## config.mk

```make
export PLATFORM = sky130hd
export DESIGN_NAME = fmul_sched
export DESIGN_NICKNAME = d
export VERILOG_FILES = /design/src/rtl/fmul_pkg.sv /design/src/rtl/rr_arbiter.sv /design/src/rtl/fmul_sched.sv
export SDC_FILE = /design/constraint.sdc
export NUM_CORES = 1
export LEC_CHECK = 0
export ABC_AREA = 1
export CORE_MARGIN = 5
export CORE_UTILIZATION = 44
export DETAILED_ROUTE_END_ITERATION = 7
export GPL_ROUTABILITY_DRIVEN = 0
export PLACE_DENSITY = 0.9
export RECOVER_POWER = 100
export SETUP_SLACK_MARGIN = 0.05
export SKIP_LAST_GASP = 1
export SYNTH_ARGS = -nofsm -noshare
export SYNTH_HDL_FRONTEND = slang
export SYNTH_SLANG_ARGS = --single-unit
```

## constraint.sdc

```tcl
create_clock -name clk -period 6.7 [get_ports clk]
set_clock_uncertainty 0.2 [all_clocks]
set_input_delay 1.34 -clock clk [delete_from_list [all_inputs] [get_ports clk]]
set_output_delay 1.34 -clock clk [all_outputs]
set_load 0.02 [all_outputs]
```

## src/rtl/fmul_pkg.sv

```systemverilog
// Shared types and widths for the half-precision multiplier scheduler.
package fmul_pkg;

    localparam int HP_W      = 16;
    localparam int OVF_CNT_W = 8;
    localparam int ID_MAX_W  = 3;

    typedef struct packed {
        logic [HP_W-1:0] a;
        logic [HP_W-1:0] b;
    } operand_t;

    typedef struct packed {
        logic [HP_W-1:0]     data;
        logic                ovf;
        logic [ID_MAX_W-1:0] id;
    } resp_t;

endpackage

```

## src/rtl/rr_arbiter.sv

```systemverilog
// Round-robin priority select: first set request at or after ptr, wrapping modulo NREQ.
module rr_arbiter #(
    parameter int NREQ = 4,
    parameter int IDW  = 2
) (
    input  logic [NREQ-1:0] req,
    input  logic [IDW-1:0]  ptr,
    input  logic            en,
    output logic [NREQ-1:0] grant,
    output logic [IDW-1:0]  grant_id
);

    always_comb begin
        int unsigned idx;
        logic        found;
        grant    = '0;
        grant_id = '0;
        found    = 1'b0;
        idx      = 0;
        for (int unsigned i = 0; i < NREQ; i++) begin
            idx = (32'(ptr) + i) % NREQ;
            if (!found && req[idx]) begin
                found      = 1'b1;
                grant_id   = IDW'(idx);
                grant[idx] = en;
            end
        end
    end

endmodule

```

## src/rtl/fmul_sched.sv

```systemverilog
// Shares one external combinational half-precision multiplier among NREQ requesters
// through an operand register stage and a response register stage.
module fmul_sched
    import fmul_pkg::*;
#(
    parameter int NREQ = 4,
    parameter int IDW  = 2
) (
    input  logic                 clk,
    input  logic                 rst,
    input  logic [NREQ-1:0]      req_valid,
    input  logic [NREQ*HP_W-1:0] req_a,
    input  logic [NREQ*HP_W-1:0] req_b,
    output logic [NREQ-1:0]      req_ready,
    output logic [HP_W-1:0]      mul_a,
    output logic [HP_W-1:0]      mul_b,
    input  logic [HP_W-1:0]      mul_result,
    input  logic                 mul_overflow,
    output logic                 resp_valid,
    input  logic                 resp_ready,
    output logic [HP_W-1:0]      resp_data,
    output logic                 resp_ovf,
    output logic [IDW-1:0]       resp_id,
    output logic [OVF_CNT_W-1:0] ovf_count
);

    logic           op_valid;
    logic [IDW-1:0] op_id;
    logic [IDW-1:0] ptr;
    logic [IDW-1:0] grant_id;
    logic           adv_a;
    logic           adv_r;
    logic           arb_en;
    logic           xfer;
    operand_t       win;

    assign adv_r  = op_valid & (~resp_valid | resp_ready);
    assign adv_a  = ~op_valid | adv_r;
    // rst gating keeps req_ready low for the whole reset pulse, not just after the first edge
    assign arb_en = adv_a & ~rst;
    assign xfer   = |(req_valid & req_ready);

    rr_arbiter #(
        .NREQ(NREQ),
        .IDW (IDW)
    ) u_arb (
        .req     (req_valid),
        .ptr     (ptr),
        .en      (arb_en),
        .grant   (req_ready),
        .grant_id(grant_id)
    );

    always_comb begin
        win = '0;
        for (int unsigned i = 0; i < NREQ; i++) begin
            if (grant_id == IDW'(i)) begin
                win.a = req_a[i*HP_W +: HP_W];
                win.b = req_b[i*HP_W +: HP_W];
            end
        end
    end

    always_ff @(posedge clk or posedge rst) begin
        if (rst) begin
            op_valid <= 1'b0;
            op_id    <= '0;
            mul_a    <= '0;
            mul_b    <= '0;
            ptr      <= '0;
        end else if (xfer) begin
            op_valid <= 1'b1;
            op_id    <= grant_id;
            mul_a    <= win.a;
            mul_b    <= win.b;
            ptr      <= (grant_id == IDW'(NREQ - 1)) ? '0 : grant_id + IDW'(1);
        end else if (adv_a) begin
            op_valid <= 1'b0;
        end
    end

    always_ff @(posedge clk or posedge rst) begin
        if (rst) begin
            resp_valid <= 1'b0;
            resp_data  <= '0;
            resp_ovf   <= 1'b0;
            resp_id    <= '0;
        end else if (adv_r) begin
            resp_valid <= 1'b1;
            resp_data  <= mul_result;
            resp_ovf   <= mul_overflow;
            resp_id    <= op_id;
        end else if (resp_valid && resp_ready) begin
            resp_valid <= 1'b0;
        end
    end

    always_ff @(posedge clk or posedge rst) begin
        if (rst) begin
            ovf_count <= '0;
        end else if (resp_valid && resp_ready && resp_ovf && !(&ovf_count)) begin
            ovf_count <= ovf_count + OVF_CNT_W'(1);
        end
    end

endmodule

```

# --- Yosys cells after proc, flatten, opt, wreduce, memory -nomap -nowiden ---
# Index checks and enable logic that the tools add are counted.
word_totals:
  register_bits: 65
op_classes:
  addsub: 5
  order_cmp: 8
  n_eq_ne: 3
  mux: 39
  n_bitwise: 9
  reduce_logical: 19
ops:
  columns: ["operator", "count"]
  rows:
  - ["32-bit 2-to-1 mux", 4]
  - ["4-bit 2-to-1 mux", 4]
  - ["1-bit 2-to-1 mux", 15]
  - ["4-bit bitwise mux", 3]
  - ["2-bit by 3-bit less-than comparator with 1-bit output (second input constant)", 4]
  - ["1-bit logical AND", 10]
  - ["2-bit 2-to-1 mux", 5]
  - ["8-bit by 1-bit adder with 8-bit output (second input constant)", 1]
  - ["4-bit bitwise AND", 2]
  - ["1-bit binary-select mux with 2-bit select", 4]
  - ["1-bit demux with 2-bit select", 4]
  - ["2-bit by 1-bit >= comparator with 1-bit output (second input constant)", 4]
  - ["8-bit AND reduction", 1]
  - ["2-bit by 1-bit adder with 2-bit output (second input constant)", 2]
  - ["2-bit adder (second input constant)", 2]
  - ["2-bit equality test (second input constant)", 2]
  - ["1-bit zero test", 4]
  - ["2-bit nonzero test", 2]
  - ["4-bit OR reduction", 1]
  - ["1-bit NOT", 3]
  - ["1-bit bitwise AND", 2]
  - ["2-bit by 1-bit equality test with 1-bit output (second input constant)", 1]
  - ["2-bit zero test", 1]
  - ["1-bit OR", 2]

# --- Logic depth before layout (Yosys ltp) ---
# Gate-level depths: netlist of run 1.
logic_depth:
  ltp_word: 17
  mapped_depth: 22
  mapped_depth_nobuf: 19

# --- By module ---
# A second synthesis of run 1 with hierarchy kept.
hier_totals:
  hier_cells: 689
  area_unflattened_um2: 4481.8
modules_own_cells:
  columns: ["mod", "n_inst", "cells_per_inst", "area_per_inst_um2"]
  rows:
  - ["fmul_sched", 1, 597, 4017.6]
  - ["rr_arbiter", 1, 92, 464.2]

# --- Least setup slack after synthesis of run 1 ---
# OpenSTA, ideal clock, no wires.
synth_path:
  path_kind: "in2out"
  from: "input port rst"
  to: "output port req_ready[0]"
  arrival_time_ns: 3.406
  required_time_ns: 5.160
  slack_ns: 1.754
  stages: 5
  cell_sequence: "inv_1 > o21ai_0 > inv_1 > nand2_1 > inv_1"
synth_between:
  elab_chain_cells: 10
synth_rtl:
  columns: ["item", "line", "text"]
  rows:
  - ["from (decl)", "fmul_sched.sv:10", "input logic rst,"]
  - ["1-bit NOT *", "fmul_sched.sv:40", "assign arb_en = adv_a & ~rst;"]
  - ["1-bit bitwise AND *", "fmul_sched.sv:40", null]
  - ["4-bit bitwise AND (no line)", null, null]
  - ["4-bit 2-to-1 mux", "rr_arbiter.sv:22", "if (!found && req[idx]) begin"]
  - ["4-bit bitwise mux", "rr_arbiter.sv:25", "grant[idx] = en;"]
  - ["4-bit 2-to-1 mux", "rr_arbiter.sv:22", null]
  - ["4-bit bitwise mux", "rr_arbiter.sv:25", null]
  - ["4-bit 2-to-1 mux", "rr_arbiter.sv:22", null]
  - ["4-bit bitwise mux", "rr_arbiter.sv:25", null]
  - ["4-bit 2-to-1 mux *", "rr_arbiter.sv:22", null]
  - ["to (decl)", "fmul_sched.sv:14", "output logic [NREQ-1:0] req_ready,"]
# Every way passes the cells marked *; elsewhere a longest branch is shown, timed or not.

# --- Worst setup path in the final report of run 1 ---
layout_path:
  from: "input port req_valid[3]"
  to: "register mul_b[15]"
layout_between:
  elab_chain_cells: 17
layout_rtl:
  columns: ["item", "line", "text"]
  rows:
  - ["from (decl)", "fmul_sched.sv:11", "input logic [NREQ-1:0] req_valid,"]
  - ["1-bit binary-select mux with 2-bit select", "rr_arbiter.sv:22", null]
  - ["1-bit 2-to-1 mux (implied by the code)", "rr_arbiter.sv:22", null]
  - ["1-bit 2-to-1 mux", "rr_arbiter.sv:22", null]
  - ["1-bit zero test", "rr_arbiter.sv:22", null]
  - ["1-bit logical AND", "rr_arbiter.sv:22", null]
  - ["1-bit 2-to-1 mux", "rr_arbiter.sv:22", null]
  - ["1-bit zero test", "rr_arbiter.sv:22", null]
  - ["1-bit logical AND", "rr_arbiter.sv:22", null]
  - ["1-bit 2-to-1 mux", "rr_arbiter.sv:22", null]
  - ["1-bit zero test", "rr_arbiter.sv:22", null]
  - ["1-bit logical AND", "rr_arbiter.sv:22", null]
  - ["2-bit 2-to-1 mux *", "rr_arbiter.sv:22", null]
  - ["via grant_id[1]", "fmul_sched.sv:30", "logic [IDW-1:0] grant_id;"]
  - ["2-bit zero test", "fmul_sched.sv:57", "if (grant_id == IDW'(i)) begin"]
  - ["32-bit 2-to-1 mux (3 in series)", "fmul_sched.sv:57", null]
  - ["32-bit 2-to-1 mux *", "fmul_sched.sv:57", null]
  - ["to (signal assigned)", "fmul_sched.sv:75", "mul_b <= win.b;"]
  - ["to (decl)", "fmul_sched.sv:16", "output logic [HP_W-1:0] mul_b,"]
# The timed path passes the listed nets; every way through them passes the cells marked *. The select of a mux whose other input is x is not followed.
# A chain may end at the register's enable or synchronous reset.

==> summary.txt, run 1 <==
Setup path
  – Max FO, Critical Path: 33
  – Critical path arrival: 5.52 ns
  – Worst path cell trace: dlygate4sd3_1, inv_1, nand2_1, nand3_1, nand2_1, nor2_1, nand2_1, nand3_1, o21ai_0, o21ai_0, inv_1, ha_1, buf_4, inv_1, nand3_1, nand2_1, o21ai_0, o21ai_0, o21ai_0, nand2_1
  – Critical R2R Launch: ptr[0]$_DFFE_PP0P_
  – Slowest cell on crit path: inv_1
  – Setup CP Type: input pin to flip-flop
  – Required @ worst endpoint: 6.76 ns
  – FF-to-FF path depth: 20
  – CP Capture Type: flip-flop
  – Setup crit start kind: input pin
  – CP peak stage delay: approximately 0.75 ns
  – Worst R2R End: mul_b[15]$_DFFE_PP0P_
  – R2R Setup Slk: 1.94 ns

Routing
  – First-pass detailed-route iteration total: 5
  – DR WL met2: roughly 7400 um
  – Met3 WL: ~1300 um
  – DRC errors left: 0
  – Routed WL: ~15000 um
  – Vias: 4727
  – Antenna viol nets, final: 0
  – Top Layer Used: met4
  – Wirelength per Cell: between 15 and 20 um
  – Via/cell ratio: about 5.3
  – DRT met1 WL: approximately 5200 um
  – 1st-iter DRT viols: 210

Logic synthesis
  – Synth area leaders: dfrtp_1 (39%), nand2_1 (14%), o21ai_0 (11%)
  – Synth Instances: between 500 and 600
  – Flops & latches, synth: between 60 and 70
  – Asr flop ratio synth: 1.000
  – Most frequent cell after synthesis: nand2_1
  – Post-synth EDFFs: 0
  – Yosys top cell area share: 0.3864
  – Synth area leader: dfrtp_1
  – Post-Syn Area: around 4200 um2
  – Mapped Avg Cell Area: ~7.5 um2
  – Post-synthesis sequential area ratio: 0.3864
  – Synthesis Warnings: 0
  – Top_reg_cell synth: dfrtp_1
  – Unique cell type count in the Yosys netlist: 30
  – Syn nets: around 730
  – Top cells by count, synth: nand2_1 (162), o21ai_0 (93), dfrtp_1 (65), nand3_1 (62), a21oi_1 (33)

Status
  – Status: finished, violations left
  – Failing checks: max-capacitance violations, max-slew violations

Placed design
  – Pre-CTS WS: 1.478 ns
  – PortBufs: approximately 220
  – Placed Cells: roughly 870
  – DP HPWL: 11010 um
  – Dpl cell area: around 6400 um2

Global route
  – Largest net degree at the start of global routing: 66
  – Vias in the first global route: 4602
  – GRT Overall Usage: 0.2394
  – Global-route wire length before repair: 22250 um
  – Initial antenna violation count: 0
  – Grt total ovfl: 0

Floorplanning
  – Ports: about 220
  – Die Wd: roughly 110 um
  – Die Ht: 107.8 um
  – Row count: 35
  – Core ar.: just over 9000 um2
  – Initial Util: 0.4534
  – Die area: between 10000 and 15000 um2

Clock tree
  – # clock sinks: 65
  – CTS tree: done
  – Hold-fix buffer count after cts: 0
  – Clk_lat worst skew: ~0.32 ns
  – CTS HTree Levels: 3
  – Clock Tree Buf Depth: 2
  – Total CTS buffers: 9
  – CTS resizes: 0
  – Post-CTS Setup Inserts: 0
  – CTS clk-pin slew, worst paths: roughly 0.070 ns
  – CTS root buf: clkbuf_8

Timing
  – RSZ-0062 raised after global routing: false
  – Hold Vio Cnt, Final: 0
  – Max-slew violation count: between 60 and 70
  – Fin crit period: 5.463 ns
  – Setup violations, final: 0
  – Slack of the critical path: 1.237 ns
  – Worst Tran Pin Value: around 3.4 ns
  – Worst slew margin: -1.293
  – Setup TNS: 0 ns
  – Fmax achieved: roughly 180 MHz
  – Tcrit/Tclk final: 0.8154

Cells and area
  – N_diodes: 0
  – Area grow syn2layout: 55.38%
  – Cell area after layout: about 6500 um2
  – Layout cells sized above 1: 0.07510
  – Finished Layout Cells: between 800 and 900
  – Final net count: 919

Flow run
  – Max Cap Viol: 1

Pwr
  – Peak supply drop: ~300 uV
  – Power Dens Cells: 586.3 nW/um2
  – Pleak: around 3.1 nW

Hold path
  – WHS Endpoint: mul_a[5]$_DFFE_PP0P_
  – WHS Path Cells: 2
  – HP Start: mul_a[5]$_DFFE_PP0P_
  – Hold Path Class: flip-flop to flip-flop
[report_power, final]
group          internal [mW]  switching [mW]
sequential             0.575           0.118
clock                  0.173           0.152
combinational           1.02            1.79
[routing by layer]
| metal | up-vias | GRT usage |
|---|---|---|
| met5 | - | 0 |
| met4 | 0 | 0.1010 |
| met3 | 46 | 0.05699 |
| met2 | 276 | 0.4321 |
| met1 | 2144 | 0.2675 |
| li1 | 2261 | - |
[stage by stage]
stage	hold WS (ns)	power [mW]	utilization
3_3_place_gp	0.2621	3.487	0.6861
3_5_place_dp	0.2682	3.578	0.6861
5_1_grt	0.2913	4.194	0.7044
6_report	0.2803	3.834	0.7044
2_1_floorplan	0.2451	2.712	-
4_1_cts	0.2857	3.917	0.7073
[state kept, by name, indices dropped and copies added, names as in the netlist]
register	flops
mul_a	16
mul_b	16
op_id	2
op_valid	1
ovf_count	8
ptr	2
resp_data	16
resp_id	2
resp_ovf	1
resp_valid	1
[cells in the final DEF (no fill, tap or decap), types with 2 or more instances in the layout]
cell	n
a21boi_0	2
a21boi_1	2
a21oi_1	33
buf_4	2
clkbuf_1	2
clkbuf_8	9
clkdlybuf4s50_1	148
clkinv_4	3
dfrtp_1	65
dlygate4sd3_1	67
ha_1	12
inv_1	26
mux2_2	19
nand2_1	164
nand2_2	14
nand3_1	63
nor2_1	4
nor2_8	2
o21ai_0	101
o21ai_1	3
xnor2_1	2
xor2_1	5
[how the worst max path moves through the flow]
stage,startpoint,cells past startpoint,slack [ns],end
2_1_floorplan,rst,5,1.75,req_ready[0]
3_3_place_gp,req_valid[2],18,1.63,mul_b[15]$_DFFE_PP0P_
3_5_place_dp,req_valid[2],18,1.48,mul_a[10]$_DFFE_PP0P_
4_1_cts,req_valid[2],11,1.79,req_ready[3]
5_1_grt,req_valid[3],20,0.87,mul_b[15]$_DFFE_PP0P_
6_report,req_valid[3],20,1.24,mul_b[15]$_DFFE_PP0P_
[worst max-delay path: cells and delay by family]
kind | cells | cell delay [ns]
fa+ha+maj | 1 | 0.20
compound gates | 5 | 0.70
buf+inv | 5 | 1.80
simple gates | 9 | 1.45
[cell families after synthesis]
family	share of synthesized area
AND/OR/NAND/NOR	0.2681
AO/OA/AOI/OAI	0.1739
flip-flops	0.3864
buffers and inverters	0.06748
multiplexers	0.05083
adder cells (fa/ha/maj)	0.03865
XOR/XNOR	0.01457
[final cells by class]
class                           count  area [um2]
Inverter                           27       106.4
Clock inverter                      6       68.82
Fill cell                         744        2744
Tap cell                          129       161.4
Multi-Input combinational cell    433        2278
Clock buffer                       10       127.6
Sequential cell                    65        1627
Timing Repair Buffer              218        2171
No activity file was read; power rests on OpenSTA's default activity.
==> run 2, diff against run 1 <==
--- a/config.mk
+++ b/config.mk
@@ -7,10 +7,10 @@
 export LEC_CHECK = 0
 export ABC_AREA = 1
 export CORE_MARGIN = 5
-export CORE_UTILIZATION = 44
+export CORE_UTILIZATION = 41
 export DETAILED_ROUTE_END_ITERATION = 7
 export GPL_ROUTABILITY_DRIVEN = 0
-export PLACE_DENSITY = 0.9
+export PLACE_DENSITY = 0.84
 export RECOVER_POWER = 100
 export SETUP_SLACK_MARGIN = 0.05
 export SKIP_LAST_GASP = 1
==> constraint.sdc (replaced) <==
create_clock -name clk -period 5.4 [get_ports clk]
set_clock_uncertainty 0.2 [all_clocks]
set_input_delay 1.08 -clock clk [delete_from_list [all_inputs] [get_ports clk]]
set_output_delay 1.08 -clock clk [all_outputs]
set_load 0.02 [all_outputs]
==> run 2 against run 1 <==
- setup slack worse by 0.58 ns
- the flow still finishes with violations (max-capacitance violations, max-slew violations)
- wire length up 2.8%
- register-to-register slack got worse by 1.2 ns
- die area grew 6.6%
- sequential power up 24%
==> summary.txt, run 2 (synthesis results as in run 1) <==
Setup path
  – CP Capture Type: flip-flop
  – Critical path arrival: approximately 4.7 ns
  – Required @ worst endpoint: approximately 5.3 ns
  – Setup crit start kind: input pin
  – Setup CP Type: input pin to flip-flop
  – Slowest cell on crit path: nor2_2
  – FF-to-FF path depth: 12
  – Max FO, Critical Path: 37
  – Worst path cell trace: clkdlybuf4s50_1, inv_1, nand2_1, nand3_2, nand2_4, nor2_2, a21boi_1, nand3_1, nand3_1, nand2_2, nor2_2, o21ai_0
  – CP peak stage delay: between 1 and 1.5 ns

Hold path
  – WHS Path Cells: 2
  – Hold Path Class: flip-flop to flip-flop

Pwr
  – Power Dens Cells: 748.1 nW/um2
  – Clock share of power: 0.085
  – Comb pwr share: 0.740
  – Peak supply drop: around 500 uV
  – Pleak: 3.064 nW
  – Net Sw Frac: 0.5422
  – Sequential cell fraction of total power: 0.174
  – Net Switching: about 2.7 mW
  – Pint: 2.261 mW

Clock tree
  – Clk_lat worst skew: 0.34 ns
  – Post-CTS Setup Inserts: 0
  – Clock Tree Buf Depth: 2
  – CTS tree: done
  – CTS resizes: 0
  – CTS clk-pin slew, worst paths: ~0.08 ns
  – # clock sinks: 65
  – Total CTS buffers: 9
  – Hold-fix buffer count after cts: 0
  – CTS root buf: clkbuf_8
  – CTS HTree Levels: 3

Routing
  – 1st-iter DRT viols: roughly 370
  – Routed WL: 14920 um
  – Via/cell ratio: 5.277
  – Vias: between 4k and 5k
  – DRC errors left: 0
  – First-pass detailed-route iteration total: 6
  – Wirelength per Cell: ~17 um
  – Antenna viol nets, final: 0

Floorplanning
  – Row count: 37
  – Die Ht: approximately 110 um
  – Die Wd: between 100 and 150 um
  – Die area: between 10000 and 15000 um2
  – Ports: about 220
  – Core ar.: just over 10000 um2
  – Initial Util: 0.4133

Placed design
  – DP HPWL: about 11000 um
  – PortBufs: approximately 220

Global route
  – GRT Overall Usage: 0.2299
  – Grt total ovfl: 0
  – Largest net degree at the start of global routing: 66
  – Initial antenna violation count: 0
  – Vias in the first global route: between 4k and 5k
  – Global-route wire length before repair: approximately 23000 um

Timing
  – Max-slew violation count: about 100
  – Fin crit period: ~4.7 ns
  – Hold Vio Cnt, Final: 0
  – Setup violations, final: 0
  – Fmax achieved: 211.0 MHz
  – Worst hold margin: 0.2794 ns
  – Tcrit/Tclk final: 0.8775
  – Worst slew margin: -0.1019
  – Worst Tran Pin Value: between 1.5 and 2 ns
  – RSZ-0062 raised after global routing: false
  – Setup TNS: 0 ns

Cells and area
  – Most common cell after layout, fill and taps aside: nand2_1
  – Final net count: ~920
  – Register Area: between 1500 and 2000 um2
  – Most frequent cells in the layout: nand2_1 (162), clkdlybuf4s50_1 (149), o21ai_0 (93), dlygate4sd3_1 (66), dfrtp_1 (65)
  – Multi-input logic area: approximately 2300 um2
  – Area grow syn2layout: 56.84%
  – Filler cells: between 800 and 900
  – Top flop regs: mul_a x16, mul_b x16, resp_data x16
  – Layout cells sized above 1: 0.08781
  – N_diodes: 0

Flow run
  – Max Cap Viol: 2

Status
  – Failing checks: max-capacitance violations, max-slew violations
  – Status: finished, violations left
==> run 2: per-layer routing <==
layer	GRT usage	wire length, um	up-vias
li1	-	-	2275
met1	0.2849	6007	2155
met2	0.3832	7114	269
met3	0.05076	1266	45
met4	0.1046	529	0
met5	0	0	-
==> run 2: power by group through the flow <==
stage	Sequential (mW)	Combinational (mW)	Clock (mW)
6_report	0.861	3.66	0.421
3_5_place_dp	0.879	3.70	0
2_1_floorplan	1.08	2.29	0
5_1_grt	0.889	4.07	0.448
4_1_cts	0.871	3.72	0.431
3_3_place_gp	0.863	3.59	0
==> run 2: per-stage QoR <==
stage | instance area (um2) | utilization | power, mW | worst slack, ns | cells
5_1_grt | 6601 | 0.6482 | 5.408 | 0.3804 | 899
3_3_place_gp | 6421 | 0.6305 | 4.453 | 0.9786 | 883
3_5_place_dp | 6421 | 0.6305 | 4.577 | 0.8065 | 883
2_1_floorplan | 4209 | - | 3.365 | 0.9736 | 560
6_report | 6601 | 0.6482 | 4.938 | 0.6614 | 899
4_1_cts | 6623 | 0.6502 | 5.026 | 0.9382 | 899
==> run 2: area by class of cell <==
| type | instances | share of cell area |
|---|---|---|
| clock buffers | 9 | 0.01876 |
| clock inverters | 7 | 0.01175 |
| inverters | 27 | 0.01611 |
| multi-input cells | 433 | 0.3457 |
| flip-flops and latches | 65 | 0.2464 |
| well taps | 136 | 0.02578 |
| repair buffers | 222 | 0.3355 |
==> run 2: final timing paths <==
kind,startpoint,slack (ns),endpoint
max reg2reg,ptr[0]$_DFFE_PP0P_,0.76,op_valid$_DFFE_PP0P_
min in group asynchronous,rst,1.55,ovf_count[7]$_DFFE_PP0P_
max in group asynchronous,rst,2.49,mul_a[9]$_DFFE_PP0P_
min,mul_a[15]$_DFFE_PP0P_,0.28,mul_a[15]$_DFFE_PP0P_
min reg2reg,mul_a[15]$_DFFE_PP0P_,0.28,mul_a[15]$_DFFE_PP0P_
max,req_valid[3],0.66,op_valid$_DFFE_PP0P_
==> run 2: critical path: cells and delay by family <==
family / cells / cell delay (ns)
AOI/OAI and AO/OA: 2 / 0.44
buffers and inverters: 2 / 0.62
and+or+nand+nor: 8 / 2.52
==> run 3, diff against run 2 <==
--- a/config.mk
+++ b/config.mk
@@ -6,10 +6,13 @@
 export NUM_CORES = 1
 export LEC_CHECK = 0
 export ABC_AREA = 1
+export CORE_ASPECT_RATIO = 1.2
 export CORE_MARGIN = 5
 export CORE_UTILIZATION = 41
 export DETAILED_ROUTE_END_ITERATION = 7
 export GPL_ROUTABILITY_DRIVEN = 0
+export GPL_TIMING_DRIVEN = 1
+export MAX_ROUTING_LAYER = met4
 export PLACE_DENSITY = 0.84
 export RECOVER_POWER = 100
 export SETUP_SLACK_MARGIN = 0.05
==> run 3 against run 2 <==
- the run still ends with max-capacitance violations, max-slew violations left
- combinational power shrank 4%
- setup slack gained 0.033 ns
- design area is 1.4% higher
- total power increased by 0.84%
- critical endpoint is now req_ready[3]
==> summary.txt, run 3 (synthesis results as in run 1) <==
Pwr
  – Pint: 2.421 mW
  – Comb pwr share: 0.707
  – Pleak: 3.128 nW
  – Sequential cell fraction of total power: 0.173
  – Net Switching: about 2.6 mW
  – Peak supply drop: between 500 and 600 uV
  – Power Dens Cells: 743.9 nW/um2
  – Clock share of power: 0.120
  – Net Sw Frac: 0.5138

Clock tree
  – Post-CTS Setup Inserts: 0
  – CTS resizes: 0
  – CTS HTree Levels: 3
  – Clock Tree Buf Depth: 2
  – CTS tree: done
  – Total CTS buffers: 9
  – Clk_lat worst skew: approximately 0.33 ns
  – CTS root buf: clkbuf_16
  – CTS clk-pin slew, worst paths: approximately 0.050 ns
  – Hold-fix buffer count after cts: 0
  – # clock sinks: 65

Routing
  – Antenna viol nets, final: 0
  – Wirelength per Cell: 16.13 um
  – Vias: between 4k and 5k
  – DRC errors left: 0
  – First-pass detailed-route iteration total: 5
  – Routed WL: about 14000 um
  – 1st-iter DRT viols: roughly 240
  – Via/cell ratio: 5.220

Floorplanning
  – Core ar.: roughly 10000 um2
  – Initial Util: 0.4205
  – Ports: 216
  – Row count: 40
  – Die Ht: roughly 120 um
  – Die Wd: 102.5 um
  – Die area: 12400 um2

Cells and area
  – Filler cells: 809
  – Most common cell after layout, fill and taps aside: nand2_1
  – Layout cells sized above 1: 0.08650
  – Area grow syn2layout: 59.04%
  – Final net count: 923
  – Top flop regs: mul_a x16, mul_b x16, resp_data x16
  – Most frequent cells in the layout: nand2_1 (162), clkdlybuf4s50_1 (148), o21ai_0 (94), dlygate4sd3_1 (67), dfrtp_1 (65)
  – Multi-input logic area: between 2000 and 2500 um2
  – Layout Utilization: 0.6688
  – Register Area: 1627 um2
  – N_diodes: 0

Setup path
  – Worst path cell trace: dlygate4sd3_1, inv_1, nand2_1, nand3_2, nand2_4, nor2_1, a21oi_1, nand3_1, nand2_1, inv_1, dlygate4sd3_1
  – R2R Setup Slk: 1.00 ns
  – Critical path arrival: between 3 and 4 ns
  – Cell family contributing the most delay on the critical path: buffers and inverters
  – Slowest cell on crit path: dlygate4sd3_1
  – Setup CP Type: input pin to primary output
  – Required @ worst endpoint: 4.12 ns
  – CP peak stage delay: 0.66 ns
  – CP Capture Type: primary output
  – Max FO, Critical Path: 5
  – Setup crit start kind: input pin
  – Worst path bufs/invs: 4

Timing
  – Fin crit period: 4.706 ns
  – Setup violations, final: 0
  – Worst Tran Pin Value: 1.692 ns
  – Slack of the critical path: 0.6942 ns
  – Setup TNS: 0 ns
  – Tcrit/Tclk final: 0.8714
  – Max-slew violation count: 104
  – Hold Vio Cnt, Final: 0
  – RSZ-0062 raised after global routing: false
  – Worst slew margin: -0.1293
  – Fmax achieved: ~210 MHz

Status
  – Failing checks: max-capacitance violations, max-slew violations
  – Status: finished, violations left

Global route
  – Largest net degree at the start of global routing: 66
  – GRT Overall Usage: 0.2372
  – Initial antenna violation count: 0
  – Grt total ovfl: 0
  – Global-route wire length before repair: ~23000 um
  – Vias in the first global route: between 4k and 5k

Hold path
  – Hold Path Class: flip-flop to flip-flop

Placed design
  – PortBufs: between 200 and 250
  – Pre-CTS WS: 0.7749 ns
  – DP HPWL: around 11000 um

Flow run
  – Max Cap Viol: 2
-- run 3: tightest hold or removal path, delay by kind of cell, from the launching register on --
kind	cells	cell delay [ns]
flip-flops	1	0.34
AND/OR/NAND/NOR	2	0.10
-- run 3: area by class of cell --
| cell class | count | share of cell area |
|---|---|---|
| inverters | 27 | 0.01589 |
| multi-input cells | 433 | 0.3413 |
| flip-flops and latches | 65 | 0.2430 |
| repair buffers | 222 | 0.3290 |
| clock buffers | 12 | 0.03981 |
| clock inverters | 4 | 0.007477 |
| well taps | 126 | 0.02355 |
-- run 3: power by group through the flow --
| stage | Combinational [mW] | Clock, mW | Sequential [mW] |
|---|---|---|---|
| after floorplan | 2.29 | 0 | 1.08 |
| after global placement | 3.51 | 0 | 0.859 |
| after detailed placement | 3.61 | 0 | 0.877 |
| after CTS | 3.63 | 0.611 | 0.871 |
| after global routing | 3.98 | 0.633 | 0.889 |
| final | 3.52 | 0.600 | 0.861 |
-- run 3: metal layers --
metal | wire, um | part of all wire | track usage
met1 | 5411 | 0.38 | 0.2696
met2 | 7417 | 0.52 | 0.4031
met3 | 1076 | 0.075 | 0.04025
met4 | 432 | 0.030 | 0.1083
met5 | 0 | 0 | -
-- run 3: worst paths after layout --
path	depth (start not counted)	end	startpoint
worst max-delay path	11	req_ready[3]	req_valid[3]
worst min-delay path	2	mul_a[5]$_DFFE_PP0P_	mul_a[5]$_DFFE_PP0P_
worst max register to register	12	op_valid$_DFFE_PP0P_	ptr[0]$_DFFE_PP0P_
worst min register to register	2	mul_a[5]$_DFFE_PP0P_	mul_a[5]$_DFFE_PP0P_
max in group asynchronous	3	mul_a[2]$_DFFE_PP0P_	rst
min in group asynchronous	3	resp_id[1]$_DFFE_PP0P_	rst
-- run 3: metrics by stage --
stage	hold WS [ns]	cell area, um2	std cells	total power [mW]
global route	0.3015	6694	889	5.502
finish	0.2756	6694	889	4.980
global placement	0.2607	6396	873	4.368
CTS	0.2817	6713	889	5.108
detailed placement	0.2672	6396	873	4.490
floorplan	0.2451	4209	560	3.365
